===== src/rtl/load_store_queue.sv =====
// load_store_queue: in-order load/store queue between the issue stage and memory.
// Entries wait for their operands via CDB snooping, stores also wait for ROB
// commit, and the head entry is sent to memory one request at a time.
module load_store_queue #(
    parameter int DEPTH_LOG = 3,
    parameter int TAG_W     = 4
) (
    input  logic             clk_in,
    input  logic             rst_in,
    input  logic             rdy_in,
    input  logic             issue_valid,
    input  logic             issue_store,
    input  logic [2:0]       issue_funct3,
    input  logic [31:0]      issue_imm,
    input  logic [31:0]      issue_vj,
    input  logic [31:0]      issue_vk,
    input  logic [TAG_W-1:0] issue_qj,
    input  logic [TAG_W-1:0] issue_qk,
    input  logic [TAG_W-1:0] issue_tag,
    output logic             full_out,
    input  logic             cdb_valid,
    input  logic [TAG_W-1:0] cdb_tag,
    input  logic [31:0]      cdb_value,
    input  logic             commit_valid,
    input  logic [TAG_W-1:0] commit_tag,
    input  logic             flush_in,
    output logic             mem_req_valid,
    output logic             mem_req_we,
    output logic [1:0]       mem_req_size,
    output logic [31:0]      mem_req_addr,
    output logic [31:0]      mem_req_wdata,
    input  logic             mem_done,
    input  logic [31:0]      mem_rdata,
    output logic             result_valid,
    output logic [TAG_W-1:0] result_tag,
    output logic [31:0]      result_value
);
    localparam int DEPTH = 1 << DEPTH_LOG;
    localparam logic [DEPTH_LOG:0] COUNT_FULL = (DEPTH_LOG + 1)'(DEPTH);

    typedef enum logic {
        S_IDLE = 1'b0,
        S_WAIT = 1'b1
    } state_t;

    state_t               r_state;
    logic                 r_drop;
    logic [DEPTH_LOG-1:0] r_head;
    logic [DEPTH_LOG-1:0] r_tail;
    logic [DEPTH_LOG:0]   r_count;
    logic [DEPTH-1:0]     r_occ;
    logic [DEPTH-1:0]     r_committed;

    logic                 r_store  [DEPTH];
    logic [2:0]           r_funct3 [DEPTH];
    logic [31:0]          r_imm    [DEPTH];
    logic [31:0]          r_vj     [DEPTH];
    logic [31:0]          r_vk     [DEPTH];
    logic [TAG_W-1:0]     r_qj     [DEPTH];
    logic [TAG_W-1:0]     r_qk     [DEPTH];
    logic [TAG_W-1:0]     r_tag    [DEPTH];

    logic                 r_memReqValid;
    logic                 r_memReqWe;
    logic [1:0]           r_memReqSize;
    logic [31:0]          r_memReqAddr;
    logic [31:0]          r_memReqWdata;

    logic                 w_full;
    logic                 w_flush;
    logic                 w_deq;
    logic                 w_enq;
    logic                 w_headReady;
    logic                 w_launch;
    logic                 w_capJ;
    logic                 w_capK;
    logic [DEPTH-1:0]     w_commitHit;
    logic [DEPTH-1:0]     w_occNext;
    logic [DEPTH-1:0]     w_commNext;
    logic [DEPTH_LOG:0]   w_nKept;
    logic [DEPTH_LOG-1:0] w_headNext;
    logic [31:0]          w_loadData;

    // Queue control: a slot freed by this cycle's dequeue may be refilled at once,
    // and a flush blocks issue in the same cycle.
    assign w_full     = (r_count == COUNT_FULL);
    assign w_flush    = rdy_in && flush_in;
    assign w_deq      = rdy_in && (r_state == S_WAIT) && mem_done && !r_drop;
    assign w_enq      = rdy_in && issue_valid && !flush_in && (!w_full || w_deq);
    assign w_headNext = r_head + DEPTH_LOG'(w_deq);
    assign w_capJ     = cdb_valid && (issue_qj != '0) && (cdb_tag == issue_qj);
    assign w_capK     = cdb_valid && (issue_qk != '0) && (cdb_tag == issue_qk);

    // The head may go to memory once its base is known; a store additionally
    // needs its data and the ROB's commit. A flush cycle never launches, so a
    // load about to be removed is not sent.
    assign w_headReady = r_occ[r_head] && (r_qj[r_head] == '0) &&
                         (!r_store[r_head] || ((r_qk[r_head] == '0) && r_committed[r_head]));
    assign w_launch    = rdy_in && (r_state == S_IDLE) && w_headReady && !flush_in;

    // Next occupied/committed flags: commit marks, dequeue frees the head, flush
    // keeps only committed stores (always the oldest, so they stay contiguous
    // from the head), enqueue claims the tail slot.
    always_comb begin
        for (int i = 0; i < DEPTH; i++) begin
            w_commitHit[i] = commit_valid && r_occ[i] && r_store[i] && (r_tag[i] == commit_tag);
        end
        w_occNext  = r_occ;
        w_commNext = r_committed | w_commitHit;
        if (w_deq) begin
            w_occNext[r_head]  = 1'b0;
            w_commNext[r_head] = 1'b0;
        end
        if (w_flush) begin
            w_occNext  = w_occNext & w_commNext;
            w_commNext = w_commNext & w_occNext;
        end
        if (w_enq) begin
            w_occNext[r_tail]  = 1'b1;
            w_commNext[r_tail] = 1'b0;
        end
        w_nKept = '0;
        for (int i = 0; i < DEPTH; i++) begin
            if (w_occNext[i]) begin
                w_nKept = w_nKept + (DEPTH_LOG + 1)'(1);
            end
        end
    end

    // Load data is right-aligned; extend it according to the entry's funct3.
    always_comb begin
        case (r_funct3[r_head])
            3'b000:  w_loadData = {{24{mem_rdata[7]}}, mem_rdata[7:0]};
            3'b001:  w_loadData = {{16{mem_rdata[15]}}, mem_rdata[15:0]};
            3'b100:  w_loadData = {24'h0, mem_rdata[7:0]};
            3'b101:  w_loadData = {16'h0, mem_rdata[15:0]};
            default: w_loadData = mem_rdata;
        endcase
    end

    // Pointers, flags and the memory FSM; everything freezes while rdy_in is low.
    always_ff @(posedge clk_in or posedge rst_in) begin
        if (rst_in) begin
            r_state       <= S_IDLE;
            r_drop        <= 1'b0;
            r_head        <= '0;
            r_tail        <= '0;
            r_count       <= '0;
            r_occ         <= '0;
            r_committed   <= '0;
            r_memReqValid <= 1'b0;
            r_memReqWe    <= 1'b0;
            r_memReqSize  <= 2'b00;
            r_memReqAddr  <= 32'h0;
            r_memReqWdata <= 32'h0;
        end else if (rdy_in) begin
            r_occ       <= w_occNext;
            r_committed <= w_commNext;
            r_head      <= w_headNext;
            if (w_flush) begin
                r_tail  <= w_headNext + w_nKept[DEPTH_LOG-1:0];
                r_count <= w_nKept;
            end else begin
                if (w_enq) begin
                    r_tail <= r_tail + DEPTH_LOG'(1);
                end
                r_count <= r_count + (DEPTH_LOG + 1)'(w_enq) - (DEPTH_LOG + 1)'(w_deq);
            end
            case (r_state)
                S_IDLE: begin
                    r_memReqValid <= w_launch;
                    if (w_launch) begin
                        r_state       <= S_WAIT;
                        r_memReqWe    <= r_store[r_head];
                        r_memReqSize  <= r_funct3[r_head][1:0];
                        r_memReqAddr  <= r_vj[r_head] + r_imm[r_head];
                        r_memReqWdata <= r_vk[r_head];
                    end
                end
                S_WAIT: begin
                    r_memReqValid <= 1'b0;
                    if (mem_done) begin
                        r_state <= S_IDLE;
                        r_drop  <= 1'b0;
                    end else if (flush_in && !r_memReqWe) begin
                        r_drop <= 1'b1;
                    end
                end
                default: r_state <= S_IDLE;
            endcase
        end
    end

    // Entry payload: CDB snooping on waiting operands, then the new entry at the
    // tail (written last so it wins over a snoop on a slot freed this cycle).
    always_ff @(posedge clk_in) begin
        if (rdy_in) begin
            for (int i = 0; i < DEPTH; i++) begin
                if (cdb_valid && r_occ[i] && (r_qj[i] != '0) && (r_qj[i] == cdb_tag)) begin
                    r_vj[i] <= cdb_value;
                    r_qj[i] <= '0;
                end
                if (cdb_valid && r_occ[i] && (r_qk[i] != '0) && (r_qk[i] == cdb_tag)) begin
                    r_vk[i] <= cdb_value;
                    r_qk[i] <= '0;
                end
            end
            if (w_enq) begin
                r_store[r_tail]  <= issue_store;
                r_funct3[r_tail] <= issue_funct3;
                r_imm[r_tail]    <= issue_imm;
                r_tag[r_tail]    <= issue_tag;
                r_vj[r_tail]     <= w_capJ ? cdb_value : issue_vj;
                r_qj[r_tail]     <= w_capJ ? '0 : issue_qj;
                r_vk[r_tail]     <= w_capK ? cdb_value : issue_vk;
                r_qk[r_tail]     <= w_capK ? '0 : issue_qk;
            end
        end
    end

    // A load writes back in the cycle its response arrives, unless it was flushed.
    assign result_valid  = w_deq && !r_memReqWe && !flush_in;
    assign result_tag    = result_valid ? r_tag[r_head] : '0;
    assign result_value  = result_valid ? w_loadData : 32'h0;

    assign full_out      = w_full;
    assign mem_req_valid = r_memReqValid;
    assign mem_req_we    = r_memReqWe;
    assign mem_req_size  = r_memReqSize;
    assign mem_req_addr  = r_memReqAddr;
    assign mem_req_wdata = r_memReqWdata;

endmodule

===== config.mk =====
export PLATFORM = sky130hd
export DESIGN_NAME = load_store_queue
export DESIGN_NICKNAME = d
export VERILOG_FILES = /design/src/rtl/load_store_queue.sv
export SDC_FILE = /design/constraint.sdc
export NUM_CORES = 2
export LEC_CHECK = 0
export CAP_MARGIN = 20
export CORE_ASPECT_RATIO = 0.5
export CORE_UTILIZATION = 39
export CTS_CLUSTER_SIZE = 24
export DETAILED_ROUTE_END_ITERATION = 10
export PLACE_DENSITY = 0.58
export SYNTH_ARGS = -nofsm -noshare
export SYNTH_HDL_FRONTEND = slang
export SYNTH_SLANG_ARGS = --single-unit

===== constraint.sdc =====
create_clock -name clk_in -period 7.4 [get_ports clk_in]
set_input_delay 1.48 -clock clk_in [delete_from_list [all_inputs] [get_ports clk_in]]
set_output_delay 1.48 -clock clk_in [all_outputs]
set_load 0.005 [all_outputs]

==> run_results.csv <==
group,metric,value,unit
sta,setup_viol,0,
worst_setup_path,path_common_cell,"xnor2_1",
power_and_ir_drop,cellPowerDensity,304.1,mW/mm²
worst_setup_path,crit_fanout,5,
worst_setup_path,setup.worst_path.start,"commit_tag[1]",
sta,finClkSkew,0.01784,ns
synthesis,synth_top_area_cell,"edfxtp_1",
clocking,cts.clk_slew.worst_paths,0.06,ns
finish,drive_above_1_share,26.57,%
drt,wl_per_cell,27.73,µm
floorplan,die_w,498.9,µm
power_and_ir_drop,peakVddDrop,0.1903,mV
hold_path,min_path_type,"flip-flop to flip-flop",
synthesis,async_flop_share,9.677,%
finish,fillerInstances,10600,
sta,slew_violations,0,
run_status,status,"finished, final reports clean",
drt,via_count,31670,
worst_setup_path,critPathKind,"input pin to flip-flop",
sta,hold_viol_final,0,
worst_setup_path,path_delay_family,"simple AND/OR/NAND/NOR gates",
grt,grt_max_degree,89,
finish,nets,3974,
synthesis,avgSynthCellArea,13.83,µm²
floorplan,fp.dieArea,0.1249,mm²
worst_setup_path,worst_r2r_path_depth,16,
synthesis,synth_warnings,0,
worst_setup_path,end_kind,"flip-flop",
sta,fin_crit_sh,91.69,%
clocking,clk_latency,0.70,ns
clocking,postCtsSetupRepairBufs,0,
worst_setup_path,ff2ff_setup_slack,1.45,ns
sta,max_freq,147.4,MHz
grt,track_usage,23.71,%
floorplan,io_pins,298,
floorplan,die_h,250.4,µm
worst_setup_path,timing.critical_path.buf_inv,3,
flow_run,drv_cap,0,
drt,firstDrtPassIters,6,
finish,post-route-util,46.49,%
synthesis,synthTopCellsByCount,"896 x edfxtp_1, 685 x mux2_2, 227 x nor2_1",
clocking,hold_buffers,0,
placement,gp_congestion,0.8915,
floorplan,design.core.area,0.1215,mm²
synthesis,synth_top_area_share,55.89,%
floorplan,start_util,39.62,%
clocking,h-tree-depth,3,
worst_setup_path,crit_slowest_cell,"clkdlybuf4s50_1",
hold_path,holdPathStages,1,
clocking,cts_tree,"built",
worst_setup_path,reg2reg_to,"mem_req_addr[30]",
grt,first_global_vias,31300,
synthesis,ys.flop_type,"edfxtp_1",
drt,drt_iter0_drc,2923,
synthesis,synth_seq_cells,992,
grt,antenna_found_initial,14,
drt,drc,0,
drt,wl,150700,µm
worst_setup_path,critPathArrivalTime,7.35,ns
clocking,cts_sinks,992,
hold_path,hp-start,"mem_req_addr[26]",
synthesis,netlist_area,0.04814,mm²
finish,syn_to_final_growth,17.33,%
sta,tightestPinTransition,1.128,ns
grt,grt_pass1_wl,217900,µm
worst_setup_path,cpPeakStageDelay,0.66,ns
placement,dp_hpwl,93820,µm
worst_setup_path,r2r_start,"r_head[1]",
sta,slew-limit-headroom,24.78,%
synthesis,synth-edff-count,896,
hold_path,holdPathEnd,"mem_req_addr[26]",
grt,grt.overflow.total,0,
clocking,cts_resized,0,
synthesis,syn_nets,3725,
power_and_ir_drop,leakagePower,19.35,nW
synthesis,yosysSeqAreaShare,60.88,%
sta,rsz0062_at_grt,"false",
placement,io_buffers,297,
clocking,cts_inserted_buffers,97,
worst_setup_path,start_kind,"input pin",
worst_setup_path,critPathRequiredTime,7.97,ns
sta,fin_crit,6.785,ns
synthesis,synth.distinct_cells,80,
drt,ant_nets,0,
clocking,clockBufferDepth,3,
floorplan,placement_rows,90,
synthesis,synthCells,3482,
placement,place_ws,-0.07229,ns
clocking,cts_root_buf,"clkbuf_16",
drt,viasPerCell,5.829,
synthesis,synth_most_common_cell,"edfxtp_1",
synthesis,synth.area.top_cells,"edfxtp_1 56%, mux2_2 16%, dfrtp_1 5.0%",
sta,timing.final.ws_setup,0.6146,ns
## how the worst max path moves through the flow
| stage | endpoint | slack [ns] | cells past startpoint |
|---|---|---|---|
| global placement | r_tail[2] | 0.002 | 29 |
| floorplan | r_tail[2] | 0.73 | 34 |
| CTS | r_tail[2] | 0.65 | 28 |
| detailed placement | r_tail[2] | -0.07 | 28 |
| finish | r_tail[2] | 0.61 | 29 |
| global route | r_tail[2] | 0.13 | 28 |
## state kept, by name, summed over array words and instances, names as in the netlist, 2 cells and up
signal / count
r_store: 8
r_committed: 8
r_funct3: 24
r_count: 4
r_vk: 256
r_tail: 3
r_vj: 256
mem_req_size: 2
r_imm: 256
mem_req_addr: 32
r_head: 3
mem_req_wdata: 32
r_qj: 32
r_qk: 32
r_tag: 32
r_occ: 8
## worst register-to-register path: stages (launching register included)
cell and delay (ns):
dfrtp_4 0.85, inv_1 0.46, nor2_4 0.80, buf_4 0.37
a221oi_1 0.11, o22ai_1 0.68, ha_1 0.43, and3_1 0.24
and2_1 0.19, nand2b_1 0.10, nor2_1 0.06, a21oi_1 0.12
a21bo_2 0.26, o221a_2 0.29, o311ai_0 0.55, a211o_1 0.21
o211ai_1 0.08
## cell families after synthesis
group,count (synthesis),synth area share (%)
AOI/OAI and AO/OA,663,9.587
xor gates and xnor gates,129,2.492
adders and majority gates,51,1.372
buffers and inverters,305,2.404
DFF,992,60.88
muxes,776,17.97
and+or+nand+nor,566,5.302
## placed cells by master, fill, tap and decap left out, drive strengths merged, types with 7 or more instances in the layout
cell type      synthesis  routed
a211oi                17      17
a21o                  14      14
a21oi                146     146
a221o                 14      14
a221oi                93      93
a22o                  30      30
a22oi                 75      75
a31oi                  8       8
and2                  14      14
and3                  10      10
buf                   96     110
clkbuf               161     135
clkdlybuf4s50          0     297
clkinv                 0      40
dfrtp                 96      96
diode                  0       7
edfxtp               896     896
ha                    48      48
inv                   48      51
mux2                 685     685
mux2i                 89      89
nand2                180     180
nand2b                 7       7
nand3                 30      30
nand4                  9       9
nor2                 227     227
nor3                  19      19
nor4                  20      20
o211ai                10      10
o21a                   9       9
o21ai                109     109
o221ai                28      28
o22ai                 53      53
o31ai                 11      11
o41ai                  7       7
or4                   19      19
xnor2                 40      40
xor2                  85      85
## cell type report
cell class / instances / area (µm²) / area share [%]
inverter: 48 / 182.7 / 0.3234
timing repair buffer: 407 / 3886 / 6.880
clock inverter: 49 / 421.7 / 0.7465
antenna: 7 / 17.52 / 0.03101
clock buffer: 135 / 2683 / 4.749
sequential: 992 / 29320 / 51.91
multi-input combinational: 2185 / 17960 / 31.80
tap: 1610 / 2014 / 3.566
## per-layer routing
layer | vias to the layer above | global-route usage (%) | share of wire [%]
li1 | 13990 | - | -
met1 | 16340 | 33.38 | 44
met2 | 1119 | 38.82 | 47
met3 | 214 | 3.317 | 6.8
met4 | 12 | 5.306 | 2.1
met5 | - | 0 | 0.052
## metrics by stage
step	hold WS [ns]	setup TNS [ns]	instance area [µm²]	instances	power [mW]
floorplan	0.4586	0	48140	3482	10.13
CTS	0.4816	0	56440	5424	17.23
global placement	0.4616	0	53330	5239	12.25
global route	0.5124	0	56480	5430	17.89
detailed placement	0.4672	-0.07229	53340	5240	12.30
finish	0.4782	0	56490	5433	17.18
## report_power, final
group	switching, mW	leakage (nW)	internal [mW]
Combinational	3.20	8.49	2.23
Clock	2.21	1.53	2.75
Sequential	0.310	9.33	6.48
Total	5.72	19.4	11.5
Power figures use the tool's default switching activity.
